`config.mk`:
```
export PLATFORM = sky130hd
export DESIGN_NAME = multdiv_issue_ctrl
export DESIGN_NICKNAME = d
export VERILOG_FILES = /design/src/rtl/multdiv_ctrl_pkg.sv /design/src/rtl/md_hazard_check.sv /design/src/rtl/multdiv_issue_ctrl.sv
export SDC_FILE = /design/constraint.sdc
export NUM_CORES = 1
export LEC_CHECK = 0
export BUFFER_PORTS_ARGS = -buffer_cell sky130_fd_sc_hd__buf_2
export CAP_MARGIN = 20
export CORE_UTILIZATION = 25
export DETAILED_ROUTE_END_ITERATION = 12
export PLACE_DENSITY = 0.52
export SYNTH_ARGS = -nofsm -noshare
export SYNTH_HDL_FRONTEND = slang
export SYNTH_SLANG_ARGS = --single-unit
```
`constraint.sdc`:
```
create_clock -name clock -period 2.15 [get_ports clock]
set_input_delay 0.215 -clock clock [delete_from_list [all_inputs] [get_ports clock]]
set_output_delay 0.215 -clock clock [all_outputs]
set_load 0.01 [all_outputs]
```
`src/rtl/multdiv_ctrl_pkg.sv`:
```
`default_nettype none
// +--------------------------------------------------------------------------+
// | multdiv_ctrl_pkg: shared types and defaults for the multdiv issue ctrl   |
// | Revision: 1.0                                                            |
// +--------------------------------------------------------------------------+
package multdiv_ctrl_pkg;

  typedef enum logic [1:0] {
    S_IDLE  = 2'd0,
    S_START = 2'd1,
    S_WAIT  = 2'd2,
    S_DONE  = 2'd3
  } md_state_e;

  localparam int DEF_RSTATUS_REG = 30;
  localparam int DEF_MULT_EXC    = 4;
  localparam int DEF_DIV_EXC     = 5;
  localparam int DEF_RDY_MASK    = 2;

endpackage
`default_nettype wire

```
`src/rtl/md_hazard_check.sv`:
```
`default_nettype none
// +--------------------------------------------------------------------------+
// | md_hazard_check: destination vs decode-source compare, r0 never hazards  |
// | Revision: 1.0                                                            |
// +--------------------------------------------------------------------------+
module md_hazard_check #(
  parameter int REG_W = 5
) (
  input  logic             en,
  input  logic [REG_W-1:0] rd,
  input  logic [REG_W-1:0] rs1,
  input  logic [REG_W-1:0] rs2,
  output logic             hit
);

  always_comb begin
    hit = en && (rd != '0) && ((rd == rs1) || (rd == rs2));
  end

endmodule
`default_nettype wire

```
`src/rtl/multdiv_issue_ctrl.sv`:
```
`default_nettype none
// +--------------------------------------------------------------------------+
// | multdiv_issue_ctrl: sequences one MULT/DIV op through the shared unit    |
// | Revision: 1.0                                                            |
// +--------------------------------------------------------------------------+
module multdiv_issue_ctrl
  import multdiv_ctrl_pkg::*;
#(
  parameter int DATA_W      = 32,
  parameter int REG_W       = 5,
  parameter int RSTATUS_REG = DEF_RSTATUS_REG,
  parameter int MULT_EXC    = DEF_MULT_EXC,
  parameter int DIV_EXC     = DEF_DIV_EXC,
  parameter int RDY_MASK    = DEF_RDY_MASK
) (
  input  logic              clock,
  input  logic              reset,
  input  logic              issue_valid,
  input  logic              issue_is_div,
  input  logic [DATA_W-1:0] issue_a,
  input  logic [DATA_W-1:0] issue_b,
  input  logic [REG_W-1:0]  issue_rd,
  output logic              issue_ready,
  input  logic [REG_W-1:0]  dec_rs1,
  input  logic [REG_W-1:0]  dec_rs2,
  output logic              hazard,
  output logic [DATA_W-1:0] md_opA,
  output logic [DATA_W-1:0] md_opB,
  output logic              md_ctrl_MULT,
  output logic              md_ctrl_DIV,
  input  logic [DATA_W-1:0] md_result,
  input  logic              md_exception,
  input  logic              md_resultRDY,
  output logic              wb_valid,
  output logic [REG_W-1:0]  wb_rd,
  output logic [DATA_W-1:0] wb_data,
  input  logic              wb_ready,
  output logic              busy
);

  localparam int               MASK_W      = (RDY_MASK > 0) ? $clog2(RDY_MASK + 1) : 1;
  localparam logic [REG_W-1:0] RSTATUS_IDX = REG_W'(RSTATUS_REG);

  md_state_e         state_q, state_d;
  logic [DATA_W-1:0] op_a_q, op_a_d, op_b_q, op_b_d, result_q, result_d;
  logic [REG_W-1:0]  rd_q, rd_d;
  logic              is_div_q, is_div_d, exc_q, exc_d;
  logic [MASK_W-1:0] mask_q, mask_d;
  logic              accept, wb_suppress, done_exit;
  logic              hit_rd, hit_rstatus;

  always_comb begin
    state_d      = state_q;
    op_a_d       = op_a_q;
    op_b_d       = op_b_q;
    rd_d         = rd_q;
    is_div_d     = is_div_q;
    exc_d        = exc_q;
    result_d     = result_q;
    mask_d       = mask_q;
    issue_ready  = 1'b0;
    md_ctrl_MULT = 1'b0;
    md_ctrl_DIV  = 1'b0;
    wb_valid     = 1'b0;
    wb_rd        = '0;
    wb_data      = '0;
    done_exit    = 1'b0;
    // A result bound for r0 has nowhere to go, so it is dropped silently.
    wb_suppress  = (rd_q == '0) && !exc_q;

    case (state_q)
      S_IDLE: issue_ready = 1'b1;
      S_START: begin
        md_ctrl_MULT = !is_div_q;
        md_ctrl_DIV  = is_div_q;
        mask_d       = MASK_W'(RDY_MASK);
        state_d      = S_WAIT;
      end
      S_WAIT: begin
        if (mask_q != '0) begin
          mask_d = mask_q - 1'b1;
        end else if (md_resultRDY) begin
          result_d = md_result;
          exc_d    = md_exception;
          state_d  = S_DONE;
        end
      end
      S_DONE: begin
        wb_valid    = !wb_suppress;
        wb_rd       = exc_q ? RSTATUS_IDX : rd_q;
        wb_data     = exc_q ? (is_div_q ? DATA_W'(DIV_EXC) : DATA_W'(MULT_EXC)) : result_q;
        done_exit   = wb_suppress || wb_ready;
        issue_ready = done_exit;
        if (done_exit) state_d = S_IDLE;
      end
      default: state_d = S_IDLE;
    endcase

    accept = issue_valid && issue_ready;
    if (accept) begin
      op_a_d   = issue_a;
      op_b_d   = issue_b;
      rd_d     = issue_rd;
      is_div_d = issue_is_div;
      exc_d    = 1'b0;
      state_d  = S_START;
    end
  end

  always_ff @(posedge clock) begin
    if (reset) begin
      state_q  <= S_IDLE;
      op_a_q   <= '0;
      op_b_q   <= '0;
      rd_q     <= '0;
      is_div_q <= 1'b0;
      exc_q    <= 1'b0;
      result_q <= '0;
      mask_q   <= '0;
    end else begin
      state_q  <= state_d;
      op_a_q   <= op_a_d;
      op_b_q   <= op_b_d;
      rd_q     <= rd_d;
      is_div_q <= is_div_d;
      exc_q    <= exc_d;
      result_q <= result_d;
      mask_q   <= mask_d;
    end
  end

  assign busy   = (state_q != S_IDLE);
  assign md_opA = op_a_q;
  assign md_opB = op_b_q;

  md_hazard_check #(.REG_W(REG_W)) u_haz_rd (
    .en  (busy),
    .rd  (rd_q),
    .rs1 (dec_rs1),
    .rs2 (dec_rs2),
    .hit (hit_rd)
  );

  // Once an exception is captured the pending write targets $rstatus instead.
  md_hazard_check #(.REG_W(REG_W)) u_haz_rstatus (
    .en  ((state_q == S_DONE) && exc_q),
    .rd  (RSTATUS_IDX),
    .rs1 (dec_rs1),
    .rs2 (dec_rs2),
    .hit (hit_rstatus)
  );

  assign hazard = hit_rd || hit_rstatus;

endmodule
`default_nettype wire

```
== Yosys cells after proc, flatten, opt, wreduce, memory -nomap -nowiden ==
Index checks and enable logic that the tools add are counted.
W data, S select, Z words.

* Register bits: 107
* Output and inout port bits: 107
* Logic and storage cells: 67

* Add/sub/neg operators: 1
* Bitwise logic cells: 1
* Reduce and logical (&&, ||, !) cells: 26
* Equal/unequal tests: 14
* Multiplexer cells: 16

{| class="wikitable"
|+ Operators with widths
! cell !! count
|-
| $mux W32 || 2
|-
| $eq A5 B5 Y1 || 2
|-
| $eq A5 B5 Y1 const A || 2
|-
| $mux W5 || 2
|-
| $ne A3 B3 Y1 const B || 3
|-
| $mux W2 || 4
|-
| $ne A2 B2 Y1 const B || 4
|-
| $reduce_and A4 Y1 || 2
|-
| $logic_and A1 B1 Y1 || 6
|-
| $pmux W2 S3 || 1
|-
| $reduce_bool A2 Y1 || 3
|-
| $logic_not A5 Y1 || 1
|-
| $mux W1 || 5
|-
| $reduce_bool A5 Y1 || 1
|-
| $eq A2 B2 Y1 const B || 2
|-
| $logic_or A1 B1 Y1 || 4
|-
| $pmux W2 S2 || 1
|-
| $reduce_bool A4 Y1 || 1
|-
| $logic_not A1 Y1 || 3
|-
| $reduce_and A3 Y1 || 1
|-
| $reduce_bool A3 Y1 || 1
|-
| $eq A2 B1 Y1 const B || 1
|-
| $logic_not A2 Y1 || 1
|-
| $pmux W1 S2 || 1
|-
| other kinds (4) || 4
|}

== Depth between registers and ports, before layout ==
* Depth after elaboration: 7
* Mapped depth: 8
* Gate-level depth less buffers: 7

== Modules after synthesis ==
Synthesis repeated with hierarchy kept, for this count alone.

* Cells, all modules: 592
* Area total of the unflattened synthesis: 4693.3 µm²

{| class="wikitable"
|+ Modules (own cells, without submodules)
! module !! sequential area each (µm²) !! cells each !! times used !! area each (µm²)
|-
| multdiv_issue_ctrl || 2142.1 || 558 || 1 || 4443.0
|-
| md_hazard_check || 0.0 || 17 || 2 || 125.1
|}

== Worst setup path after synthesis ==
OpenSTA, ideal clock, no wires.

* Path kind: register -> register
* From: register state_q[0]
* To: register op_b_q[2] (netlist: md_opB[2])
* Data required time: 2.080 ns
* Cell stages (with the launch flop): 8
* Arrival: 1.726 ns
* Path slack: 0.353 ns
* Cells stage by stage: dfxtp_1 > inv_1 > ha_1 > and3b_1 > a211oi_4 > clkbuf_1 > o21ai_0 > a21oi_1

* Cells in the longest elaborated chain, start to end: 3
* Elaborated cells on any way between the ends: 4
* Classes of those cells: 1 x eq/ne; 1 x mux; 2 x reduce/logical

{| class="wikitable"
|+ Ends and longest elaborated chain
! element !! line !! RTL
|-
| start, declared || multdiv_issue_ctrl.sv:44 || <nowiki>md_state_e state_q, state_d;</nowiki>
|-
| start signal, assigned || multdiv_issue_ctrl.sv:121 || <nowiki>state_q <= state_d;</nowiki>
|-
| $eq A2 B2 Y1 / $logic_not A2 Y1 (equally long branches) || multdiv_issue_ctrl.sv:71 || <nowiki>case (state_q)</nowiki>
|-
| $pmux W1 S2 (*) || multdiv_issue_ctrl.sv:71 ||
|-
| $logic_and A1 B1 Y1 (*) || multdiv_issue_ctrl.sv:99 || <nowiki>accept = issue_valid && issue_ready;</nowiki>
|-
| end signal, assigned || multdiv_issue_ctrl.sv:123 || <nowiki>op_b_q <= op_b_d;</nowiki>
|-
| end, declared || multdiv_issue_ctrl.sv:45 || <nowiki>logic [DATA_W-1:0] op_a_q, op_a_d, op_b_q, op_b_d, result_q, result_d;</nowiki>
|}

Every way passes the cells marked *; elsewhere a longest branch is shown, timed or not.
A chain may end at the register's enable or synchronous reset.

== Worst setup path after layout ==
* From: register state_q[1]
* To: output port issue_ready

* Cells in the longest elaborated chain, start to end: 2
* Elaborated cells on any way between the ends: 3
* Classes of those cells: 1 x eq/ne; 1 x mux; 1 x reduce/logical

{| class="wikitable"
|+ Ends and longest elaborated chain
! element !! line !! RTL
|-
| $eq A2 B2 Y1 / $logic_not A2 Y1 (equally long branches) || multdiv_issue_ctrl.sv:71 ||
|-
| $pmux W1 S2 (*) || multdiv_issue_ctrl.sv:71 ||
|-
| end, declared || multdiv_issue_ctrl.sv:23 || <nowiki>output logic issue_ready,</nowiki>
|}

Marks and branches as above.

==> metrics.yaml <==
outcome:
  status: "finished, final reports clean"
worst_setup_path:
  crit_type: "register to output pin"
  critPathCaptureType: "output pin"
  slowest_delay_ns: 0.37
  path_cells: "inv_2, ha_4, and3b_1, a211oi_4, inv_4, buf_12, buf_2"
  cp_data_arrival_time_ns: 1.82
  slowest_stage: "dfxtp_4"
  worst-path-max-fanout: 12
  cp.required_ns: 1.93
  start_kind: "register"
drt:
  top_layer: "met4"
  met1_length_um: 6640
  finalWirelength_um: 14800
  postRouteAntennaNets: 0
  first_pass_iters: 4
  dr_total_vias: 4673
  routed_via_density: 4.64
  dr_wl_met3_um: 1020
  drcViolationCount: 0
  first_iter_violations: 198
  wl_met2_um: 6890
  wl_per_cell_um: 14.6
floorplan:
  dieWidth_um: 137
  rows: 48
  die_h_um: 137
  die_area_um2: 18700
  core_area_um2: 17500
  initial_core_util: 0.259
  io_pins: 225
clocking:
  clkSinkCount: 107
  clock_latency_ns: 0.35
  clockBufferDepth: 2
  cts_root_buf: "clkbuf_16"
  tritoncts.num_buffers: 9
  cts-hold-fix-buffers: 0
  htreeDepth: 3
  clk_pin_slew_ns: 0.07
  cts_tree: "yes"
grt:
  grt_usage: 0.156
  grt_pass1_wl_um: 22800
  antenna_found_initial: 0
  grt_max_degree: 73
  grt_overflow: 0
  grt_pass1_vias: 4385
timing:
  fin_crit_ns: 2.04
  min_period_over_period: 0.948
  worstMarginPinSlew_ns: 0.584
  layout_setup_ws_ns: 0.111
  hold_ws_ns: 0.0952
  slew_headroom: 0.611
  setup_viol: 0
  setup_tns_ns: 0
  hold_viol_final: 0
  skew_ns: 0.00737
  timing.fmax_mhz: 490
  drv_slew: 0
synthesis:
  netlist_instances: 574
  yosys.area.top_type: "dfxtp_1"
  ys_top_cells_by_count: "dfxtp_1, a21oi_1, nand3_1"
  yosysWarnings: 0
  synth_area_per_cell_um2: 7.91
  synth_top_cell_area_share: 0.472
  synth_edf_count: 0
  synth.area.top_cells: "dfxtp_1, a21oi_1, nand3_1, o21ai_0, nand2_1"
  async_reset_ff_frac: 0
  synth_cell_types: 35
  yosysMostFrequentCell: "dfxtp_1"
  synthesis.nets: 698
  syn_area_um2: 4540
  synth_flop_cell: "dfxtp_1"
  synth-seq-cells: 107
  ys_seq_area_frac: 0.472
power:
  powerDensity_nw_per_um2: 1190
  finalPower_uw: 7470
  power_frac_comb: 0.428
  vdd_drop_max_v: 0.000662
  p_sw_frac: 0.388
  p_leak_uw: 0.00275
  p_int_uw: 4570
  pwr-share-seq: 0.349
  power_frac_clock: 0.223
  p_switching_uw: 2900
finish:
  seqCellArea_um2: 2150
  multi_input_area_um2: 2170
  fin_nets: 902
  drive_gt1_frac: 0.350
  instances_no_fill: 1008
  area_growth_pct: 38.9
  antenna-diode-count: 0
  nFillCells: 1944
placed_design:
  post-place-ws_ns: 0.174
  dpl.cell_count: 987
  gp_routability_congestion: 0.777
  dp_hpwl_um: 9770
  io_buffers: 224
flow_run:
  maxCapViolCount: 0
hold_path:
  worstHoldPathType: "input pin to register"
## cell usage in the layout, fill, tap and decap left out, types with 5 or more instances in the layout
master	instances
buf_12	7
a21oi_1	106
nand3_1	73
and2_1	32
nor2_1	14
clkbuf_16	9
ha_1	5
xnor2_1	10
dfxtp_1	105
o21ai_1	11
buf_4	14
buf_2	223
nand2_1	68
o21ai_0	59
## metrics by stage
stage | instance area [um2] | util
after floorplan | 4540 | -
after global placement | 5940 | 0.339
after detailed placement | 5940 | 0.339
after CTS | 6270 | 0.357
after global routing | 6300 | 0.360
final | 6300 | 0.360
## per-layer routing
layer | track usage | vias to the layer above
met4 | 0.0426 | 0
met2 | 0.251 | 138
met5 | 0 | -
met1 | 0.200 | 2146
met3 | 0.0507 | 12
li1 | - | 2377
## flip-flops by register name, indices dropped and copies added (netlist names)
register	count
rd_q	5
result_q	32
md_opB	32
exc_q	1
is_div_q	1
state_q	2
md_opA	32
mask_q	2
## logic make-up (layout without fill, tap and decap cells)
| group | Yosys count | count (layout) | synth area share |
|---|---|---|---|
| AOI/OAI and AO/OA | 190 | 190 | 0.221 |
| xor gates and xnor gates | 10 | 10 | 0.0193 |
| adders and majority gates | 6 | 6 | 0.0165 |
| buffers and inverters | 60 | 269 | 0.0537 |
| DFF | 107 | 107 | 0.472 |
| muxes | 1 | 1 | 0.00221 |
| and+or+nand+nor | 200 | 200 | 0.216 |
## power by group through the flow
stage	combinational (uW)	sequential (uW)	clock (uW)
after floorplan	1740	2750	0
after global placement	3110	2630	0
after detailed placement	3100	2640	0
after CTS	3200	2600	1740
after global routing	3560	2660	1800
final	3200	2610	1670
## worst max-delay path, delay by kind of cell (launching register included)
family                   cells  cell delay, ns
flip-flops                   1            0.37
AND/OR/NAND/NOR              1            0.19
adder cells (fa/ha/maj)      1            0.27
buffers and inverters        4            0.40
AO/OA/AOI/OAI                1            0.23
## path summary, 6_finish.rpt
path            startpoint  cells past startpoint  slack, ns           end
min reg2reg    result_q[5]                      2       0.45   result_q[5]
min          md_result[31]                      3        0.1  result_q[31]
max reg2reg     state_q[0]                      9       0.23     md_opB[9]
max             state_q[1]                      7       0.11   issue_ready
## layout make-up
type                            instances  area share
Timing Repair Buffer                  245       0.218
Clock inverter                          7      0.0105
Sequential cell                       107       0.341
Inverter                                8     0.00576
Clock buffer                            9      0.0357
Tap cell                              225      0.0447
Multi-Input combinational cell        407       0.345
## repair_timing
item	4_1_cts	5_1_grt
cloned	0	1
endpoints found under the setup margin	32	33
buffers inserted	2	2
resized for setup	5	8
pin swaps	1	1
No activity file was read; power rests on OpenSTA's default activity.
